===== src/rtl/vedic_pkg.sv =====
// Shared widths, latency and combine helper for the Vedic 16x16 multiplier.
// Optional feature macro: VEDIC16_PIPE_EN (adds a register stage after the 8x8 products).
package vedic_pkg;

  localparam int VEDIC_OP_W   = 16;
  localparam int VEDIC_PROD_W = 32;
  localparam int VEDIC_HALF_W = 8;

`ifdef VEDIC16_PIPE_EN
  localparam int VEDIC_LAT = 2;
`else
  localparam int VEDIC_LAT = 1;
`endif

  typedef logic [2*VEDIC_HALF_W-1:0] partial_t;
  typedef logic [VEDIC_PROD_W-1:0]   product_t;

  // Vertical-and-crosswise combine of the four 8x8 partial products.
  // The cross sum is kept one bit wider so its carry is not lost.
  function automatic product_t vedic_combine(input partial_t pll,
                                             input partial_t phl,
                                             input partial_t plh,
                                             input partial_t phh);
    logic [16:0] mid;
    mid = {1'b0, phl} + {1'b0, plh};
    return {16'h0, pll} + ({15'h0, mid} << 8) + {phh, 16'h0};
  endfunction

endpackage


===== src/rtl/vedic_8x8.sv =====
// Combinational Vedic 8x8 -> 16 multiplier, built from 4x4 stages,
// which are in turn built from 2x2 stages made of AND gates and half adders.

// 2x2 stage: partial products via AND gates, columns summed with half adders.
module vedic_2x2 (
  input  logic [1:0] a,
  input  logic [1:0] b,
  output logic [3:0] p
);
  logic t1, t2, t3, c1;

  // Bit products and the two half adders that ripple the column carries.
  always_comb begin
    t1   = a[1] & b[0];
    t2   = a[0] & b[1];
    t3   = a[1] & b[1];
    c1   = t1 & t2;
    p[0] = a[0] & b[0];
    p[1] = t1 ^ t2;
    p[2] = t3 ^ c1;
    p[3] = t3 & c1;
  end
endmodule

// 4x4 stage: four 2x2 products joined vertically and crosswise.
module vedic_4x4 (
  input  logic [3:0] a,
  input  logic [3:0] b,
  output logic [7:0] p
);
  logic [3:0] ll, hl, lh, hh;
  logic [4:0] mid;

  vedic_2x2 u_ll (.a(a[1:0]), .b(b[1:0]), .p(ll));
  vedic_2x2 u_hl (.a(a[3:2]), .b(b[1:0]), .p(hl));
  vedic_2x2 u_lh (.a(a[1:0]), .b(b[3:2]), .p(lh));
  vedic_2x2 u_hh (.a(a[3:2]), .b(b[3:2]), .p(hh));

  // Cross terms summed with carry, then placed between the low and high products.
  always_comb begin
    mid = {1'b0, hl} + {1'b0, lh};
    p   = {4'h0, ll} + ({3'h0, mid} << 2) + {hh, 4'h0};
  end
endmodule

// 8x8 stage: four 4x4 products joined vertically and crosswise.
module vedic_8x8 (
  input  logic [7:0]  a,
  input  logic [7:0]  b,
  output logic [15:0] p
);
  logic [7:0] ll, hl, lh, hh;
  logic [8:0] mid;

  vedic_4x4 u_ll (.a(a[3:0]), .b(b[3:0]), .p(ll));
  vedic_4x4 u_hl (.a(a[7:4]), .b(b[3:0]), .p(hl));
  vedic_4x4 u_lh (.a(a[3:0]), .b(b[7:4]), .p(lh));
  vedic_4x4 u_hh (.a(a[7:4]), .b(b[7:4]), .p(hh));

  // Cross terms summed with carry, then placed between the low and high products.
  always_comb begin
    mid = {1'b0, hl} + {1'b0, lh};
    p   = {8'h0, ll} + ({7'h0, mid} << 4) + {hh, 8'h0};
  end
endmodule


===== src/rtl/vedic_16x16.sv =====
// Registered unsigned 16x16 -> 32 Vedic multiplier.
// Optional feature macro: VEDIC16_PIPE_EN registers the four 8x8 products,
// giving 2-cycle latency instead of 1; throughput stays one product per cycle.
module vedic_16x16
  import vedic_pkg::*;
(
  input  logic                    clk,
  input  logic                    rst_n,
  input  logic                    in_valid,
  input  logic [VEDIC_OP_W-1:0]   a,
  input  logic [VEDIC_OP_W-1:0]   b,
  output logic                    out_valid,
  output logic [VEDIC_PROD_W-1:0] result
);
  partial_t pll, phl, plh, phh;

  vedic_8x8 u_ll (.a(a[7:0]),  .b(b[7:0]),  .p(pll));
  vedic_8x8 u_hl (.a(a[15:8]), .b(b[7:0]),  .p(phl));
  vedic_8x8 u_lh (.a(a[7:0]),  .b(b[15:8]), .p(plh));
  vedic_8x8 u_hh (.a(a[15:8]), .b(b[15:8]), .p(phh));

`ifdef VEDIC16_PIPE_EN
  partial_t pll_q, phl_q, plh_q, phh_q;
  logic     valid_q;

  // First stage: hold the 8x8 products of a valid pair plus its valid bit.
  always_ff @(posedge clk or negedge rst_n) begin
    if (!rst_n) begin
      valid_q <= 1'b0;
      pll_q   <= '0;
      phl_q   <= '0;
      plh_q   <= '0;
      phh_q   <= '0;
    end else begin
      valid_q <= in_valid;
      if (in_valid) begin
        pll_q <= pll;
        phl_q <= phl;
        plh_q <= plh;
        phh_q <= phh;
      end
    end
  end

  // Second stage: final combine into the output register, held on invalid cycles.
  always_ff @(posedge clk or negedge rst_n) begin
    if (!rst_n) begin
      out_valid <= 1'b0;
      result    <= '0;
    end else begin
      out_valid <= valid_q;
      if (valid_q) begin
        result <= vedic_combine(pll_q, phl_q, plh_q, phh_q);
      end
    end
  end
`else
  // Single stage: whole tree feeds the output register, held on invalid cycles.
  always_ff @(posedge clk or negedge rst_n) begin
    if (!rst_n) begin
      out_valid <= 1'b0;
      result    <= '0;
    end else begin
      out_valid <= in_valid;
      if (in_valid) begin
        result <= vedic_combine(pll, phl, plh, phh);
      end
    end
  end
`endif

endmodule


===== config.mk =====
export PLATFORM = sky130hd
export DESIGN_NAME = vedic_16x16
export DESIGN_NICKNAME = d
export VERILOG_FILES = /design/src/rtl/vedic_pkg.sv /design/src/rtl/vedic_8x8.sv /design/src/rtl/vedic_16x16.sv
export SDC_FILE = /design/constraint.sdc
export NUM_CORES = 1
export LEC_CHECK = 0
export ABC_CLOCK_PERIOD_IN_PS = 820
export CAP_MARGIN = 25
export CORE_MARGIN = 2
export CORE_UTILIZATION = 40
export CTS_BUF_LIST = sky130_fd_sc_hd__clkbuf_4 sky130_fd_sc_hd__clkbuf_8
export CTS_CLUSTER_SIZE = 30
export DETAILED_ROUTE_END_ITERATION = 16
export RECOVER_POWER = 50
export SLEW_MARGIN = 25
export SYNTH_ARGS = -nofsm -noshare
export SYNTH_HDL_FRONTEND = slang
export SYNTH_SLANG_ARGS = --single-unit

===== constraint.sdc =====
create_clock -name clk -period 0.82 [get_ports clk]
set_input_delay 0.123 -clock clk [delete_from_list [all_inputs] [get_ports clk]]
set_output_delay 0.123 -clock clk [all_outputs]
set_load 0.05 [all_outputs]

**Word-level counts from Yosys, hierarchy flattened**

Cells that the tools add are included.
W data, S select, Z words.

- Bits in registers: 33
- Latch bits: 0
- Memory bits (writable): 0
- Bits in read-only memories: 0
- Input bits: 35
- Logic and storage cells: 577
- Memories: 0

- $add $sub $neg: 63
- $mul: 0
- Divide/modulo/power cells: 0
- $lt $le $gt $ge: 0
- Equal/unequal tests: 0
- Shifts and indexed selects: 0
- Multiplexer cells: 0
- Bitwise gates (word level): 512
- Reductions and logical operators: 0

Operators with widths:

| kind | count |
|---|---|
| $and A1 B1 Y1 | 384 |
| $add A4 B7 Y8 | 16 |
| $add A8 B8 Y8 | 16 |
| $xor A1 B1 Y1 | 128 |
| $add A4 B4 Y5 | 16 |
| $add A16 B16 Y16 | 4 |
| $add A8 B13 Y14 | 4 |
| $add A8 B8 Y9 | 4 |
| $add A26 B32 Y32 | 1 |
| $add A16 B25 Y26 | 1 |
| $add A16 B16 Y17 | 1 |

**Logic depth before layout (Yosys ltp)**

- Word-level depth: 12
- Depth in mapped cells: 37

**Cells and area by module**

From an unflattened synthesis, not the netlist that was laid out.

- Cells, all modules: 1,638
- Area total of the unflattened synthesis: 14,222.4 um2

Modules (own cells, without submodules):

| module | times used | cells an instance | area each (um2) |
|---|---|---|---|
| vedic_4x4 | 16 | 34 | 311.5 |
| vedic_2x2 | 64 | 6 | 50.0 |
| vedic_16x16 | 1 | 329 | 3,006.6 |
| vedic_8x8 (u_hh ...) | 3 | 95 | 762.0 |
| vedic_8x8 (u_hl) | 1 | 96 | 742.0 |

**Least setup slack after synthesis**

OpenSTA, ideal clock, no wires.

- Kind: input-to-reg
- Start: input port b[12]
- End: register result[28]
- Setup time: 0.120 ns
- Data arrival time: 6.858 ns
- Path slack: -6.158 ns
- Stages: 34
- Path buffers: 1
- Path through: clkbuf_1 -> and2_1 -> ha_1 -> fa_1 -> inv_1 -> fa_1 -> inv_1 -> ha_1 -> o21ai_0 -> nor2_1 -> nor2_1 -> ha_1 -> nor2b_1 -> o21a_1 -> xor2_1 -> ha_1 -> a21o_1 -> a21oi_1 -> o21bai_1 -> a21oi_1 -> xnor2_1 -> ha_1 -> a21oi_1 -> o21ai_0 -> a21o_1 -> a31o_2 -> a21o_1 -> ha_1 -> and3_1 -> a31oi_1 -> o21ai_0 -> a41oi_1 -> or4b_1 -> and3_1

- Cells in the longest elaborated chain, start to end: 12
- Elaborated cells between the ends (all ways): 68

Ends and longest elaborated chain:

| what | RTL line | source |
|---|---|---|
| start, declared | vedic_16x16.sv:11 | `input logic [VEDIC_OP_W-1:0] b,` |
| $and A1 B1 Y1 | vedic_8x8.sv:14 | `t1 = a[1] & b[0];` |
| $and A1 B1 Y1 | vedic_8x8.sv:17 | `c1 = t1 & t2;` |
| $xor A1 B1 Y1 or $and A1 B1 Y1 (tied branches) | vedic_8x8.sv:20, vedic_8x8.sv:21 |  |
| $add A4 B4 Y5 | vedic_8x8.sv:41 | `mid = {1'b0, hl} + {1'b0, lh};` |
| $add A4 B7 Y8 | vedic_8x8.sv:42 | `p = {4'h0, ll} + ({3'h0, mid} << 2) + {hh, 4'h0};` |
| $add A8 B8 Y8 | vedic_8x8.sv:42 |  |
| $add A8 B8 Y9 | vedic_8x8.sv:62 | `mid = {1'b0, hl} + {1'b0, lh};` |
| $add A8 B13 Y14 | vedic_8x8.sv:63 | `p = {8'h0, ll} + ({7'h0, mid} << 4) + {hh, 8'h0};` |
| $add A16 B16 Y16 | vedic_8x8.sv:63 |  |
| $add A16 B16 Y17 | vedic_pkg.sv:25 | `mid = {1'b0, phl} + {1'b0, plh};` |
| $add A16 B25 Y26 | vedic_pkg.sv:26 | `return {16'h0, pll} + ({15'h0, mid} << 8) + {phh, 16'h0};` |
| $add A26 B32 Y32 * | vedic_pkg.sv:26 |  |
| end signal, assigned | vedic_16x16.sv:66 | `result <= vedic_combine(pll, phl, plh, phh);` |
| end, declared | vedic_16x16.sv:13 | `output logic [VEDIC_PROD_W-1:0] result` |

Every way passes the cells marked *; elsewhere a longest branch is shown, timed or not.
A chain may end at the register's enable or synchronous reset.

**Worst setup path in the final report**

- Start: input port a[0]
- End: register result[28]

- Cells in the longest elaborated chain, start to end: 12
- Elaborated cells between the ends (all ways): 69

Ends and longest elaborated chain:

| what | RTL line | source |
|---|---|---|
| start, declared | vedic_16x16.sv:10 | `input logic [VEDIC_OP_W-1:0] a,` |
| $and A1 B1 Y1 | vedic_8x8.sv:15 | `t2 = a[0] & b[1];` |
| $and A1 B1 Y1 | vedic_8x8.sv:17 |  |
| $xor A1 B1 Y1 or $and A1 B1 Y1 (tied branches) | vedic_8x8.sv:20, vedic_8x8.sv:21 |  |
| $add A4 B4 Y5 | vedic_8x8.sv:41 |  |
| $add A4 B7 Y8 | vedic_8x8.sv:42 |  |
| $add A8 B8 Y8 | vedic_8x8.sv:42 |  |
| $add A8 B8 Y9 | vedic_8x8.sv:62 |  |
| $add A8 B13 Y14 | vedic_8x8.sv:63 |  |
| $add A16 B16 Y16 | vedic_8x8.sv:63 |  |
| $add A16 B16 Y17 | vedic_pkg.sv:25 |  |
| $add A16 B25 Y26 * | vedic_pkg.sv:26 |  |
| $add A26 B32 Y32 * | vedic_pkg.sv:26 |  |

Marks and branches as above.

==> impl_metrics.yaml <==
run_status:
  status: "finished with violations"
  violations: "setup timing"
clock_tree:
  cts_max_level: 2
  cts.reportedPaths.clkPinSlew_ns: 0.07
  cts_tree: "done"
  cts_sinks: 33
  numCtsBuffers: 5
  cts_max_path_buffers: 2
  clk_latency_ns: 0.28
  holdBufCountCts: 0
  root_buffer: "clkbuf_8"
worst_setup_path:
  worstPathArrival_ns: 6.90
  rrSetupSlack_ns: -0.11
  rr_endpoint: "result[6]"
  slowest_delay_ns: 0.56
  startpoint_type: "primary input"
  reg2reg_depth: 2
  cp.required_ns: 1.00
  cpLargestDelayFamily: "adder cells"
  crit_type: "primary input to flip-flop"
  crit_fanout: 6
  cp-startpoint: "a[0]"
  path_common_cell: "ha_4"
  worst-path-buf-inv: 3
  cp_slowest_cell: "fa_1"
  cp-endpoint: "result[28]"
  end_kind: "flip-flop"
  reg2reg_from: "result[6]"
  cp_num_cells: 34
placement:
  gp_congestion: 0.874
  placement.io_buffers: 67
  dp_hpwl_um: 32700
route:
  post_drt_wl_per_cell_um: 16.4
  drt-total-wl_um: 40400
  drc_errors: 0
  drt_iter0_markers: 385
  drt-vias-per-instance: 5.17
  firstDrtPassIters: 4
  via_count: 12738
  route.antenna.remaining_nets: 0
die:
  coreArea_um2: 34300
  die_y_um: 190
  die_area_um2: 36100
  die-width_um: 190
  io_pins: 68
  num_rows: 68
  floorplan.initialDensity_pct: 40.4
yosys:
  syn-num-nets: 2068
  synth.avg_cell_area_um2: 8.60
  synth_cell_types: 61
  synth_top_cell_by_area: "ha_1"
  syn_inst: 1610
  async_reset_ff_share_pct: 100
  synth-edff-count: 0
  ys_ff_latch: 33
  synth-seq-area-share_pct: 5.97
  yosys_warnings: 0
  synth_area_leaders: "ha_1, and2_1, xnor2_1"
  synth_top_area_share_pct: 34.1
  syn_area_um2: 13800
  yosys_most_used_dff: "dfrtp_1"
job:
  maxCapViolCount: 0
cells_and_area:
  final_util_pct: 59.1
  final_common_cell: "buf_4"
  areaGrowthSynthToFinish_pct: 46.3
  final_nets: 2467
  drive_gt1_share_pct: 37.6
  antenna_cells: 0
  nFillCells: 2870
  final_cell_mix: "buf_4, ha_1, and2_1"
global_routing:
  grt_pass1_wl_um: 64900
  gr-total-overflow: 0
  antenna_found_initial: 0
  grt_pass1_vias: 13363
  grt_usage_pct: 22.1
  met1_usage_pct: 27.1
  gr-max-usage-layer: "met2"
  grt_util_met3_pct: 1.37
  grt.met2_usage_pct: 41.7
  grt_max_degree: 35
sta:
  hold_violations: 0
  post-route-min-period_ns: 6.73
  tightest_slew_ns: 0.472
  slew_viol_final: 0
  rsz0062_at_grt: "yes"
  finClkSkew_ns: 0
  finalSetupTns_ns: -138.83
  relSlewSlack_pct: 68.5
  finalSetupViolations: 64
  period_share_pct: 820
  fin_ws_ns: -5.91
  max_freq_mhz: 149
hold_path:
  hold_path.class: "primary input to flip-flop"
## timing repair
action,in CTS,in global routing
pin swaps,182,110
endpoints found under the setup margin,65,64
gates resized for setup,324,149
cloned,0,0
setup buffers,49,25
## metal layers
metal  share of wire, %  vias up
met5                  0        -
met3                2.3       64
met2                 51      196
met4                3.0        0
li1                   -     6389
met1                 43     6089
## worst min-delay path, cell delays in order
cell	delay, ns
buf_2	0.13
nand3_1	0.07
and3_1	0.14
## registers in the layout (all words and copies together) (netlist names)
signal,flops
out_valid,1
result,32
## stage by stage
step / instance area [µm²] / hold WS, ns / setup WS [ns] / std cells
after CTS: 19500 / 0.206 / -5.82 / 2453
after global placement: 18300 / 0.499 / -6.68 / 2400
final: 20300 / 0.214 / -5.91 / 2465
after floorplan: 14600 / -0.173 / -5.78 / 1610
after global routing: 20300 / 0.241 / -6.10 / 2465
after detailed placement: 18300 / 0.507 / -6.77 / 2400
## cells by family after synthesis
| family | share of synthesized area [%] |
|---|---|
| buffers and inverters | 4.55 |
| xor gates and xnor gates | 12.5 |
| DFF | 5.97 |
| AOI/OAI and AO/OA | 17.7 |
| muxes | 2.02 |
| and+or+nand+nor | 16.6 |
| adders and majority gates | 40.7 |
## synthesized netlist by cell type (all sizes together) (2+ instances only)
| master | instances |
|---|---|
| dfrtp | 33 |
| o211ai | 3 |
| o21bai | 32 |
| o21a | 13 |
| nor2b | 14 |
| a21o | 115 |
| inv | 128 |
| or2 | 2 |
| fa | 46 |
| mux2i | 2 |
| a211oi | 16 |
| ha | 377 |
| nand2 | 21 |
| or3 | 3 |
| and2 | 256 |
| xor2 | 52 |
| a21boi | 3 |
| nor3b | 4 |
| and3 | 6 |
| o31ai | 6 |
| buf | 5 |
| a311oi | 2 |
| o21ai | 30 |
| mux2 | 23 |
| nor3 | 4 |
| nor2 | 49 |
| nand4 | 7 |
| nor4b | 2 |
| o2111ai | 3 |
| a21oi | 131 |
| nand2b | 7 |
| nand4b | 2 |
| nor4 | 2 |
| a31oi | 6 |
| a41oi | 2 |
| clkbuf | 34 |
| nand3 | 8 |
| xnor2 | 146 |
## worst min-delay path by stage
| stage | start | to | slack (ns) | depth (start not counted) |
|---|---|---|---|---|
| final | in_valid | result[28] | 0.21 | 3 |
| after global routing | in_valid | result[28] | 0.24 | 3 |
| after CTS | rst_n | out_valid | 0.21 | 2 |
| after floorplan | rst_n | out_valid | -0.17 | 0 |
| after detailed placement | rst_n | out_valid | 0.51 | 2 |
| after global placement | in_valid | result[28] | 0.50 | 3 |
## cell type report
class | instances | area (µm²) | share of cell area, %
Timing Repair Buffer | 431 | 3930 | 19.4
Sequential cell | 33 | 828 | 4.09
Multi-Input combinational cell | 1410 | 14400 | 70.9
Clock inverter | 2 | 10.0 | 0.0494
Tap cell | 455 | 569 | 2.81
Inverter | 128 | 480 | 2.37
Clock buffer | 6 | 76.3 | 0.377
Power is left out: the tool's default activity adds up to more than one toggle a clock period on the data nets, which glitch-free logic cannot reach.
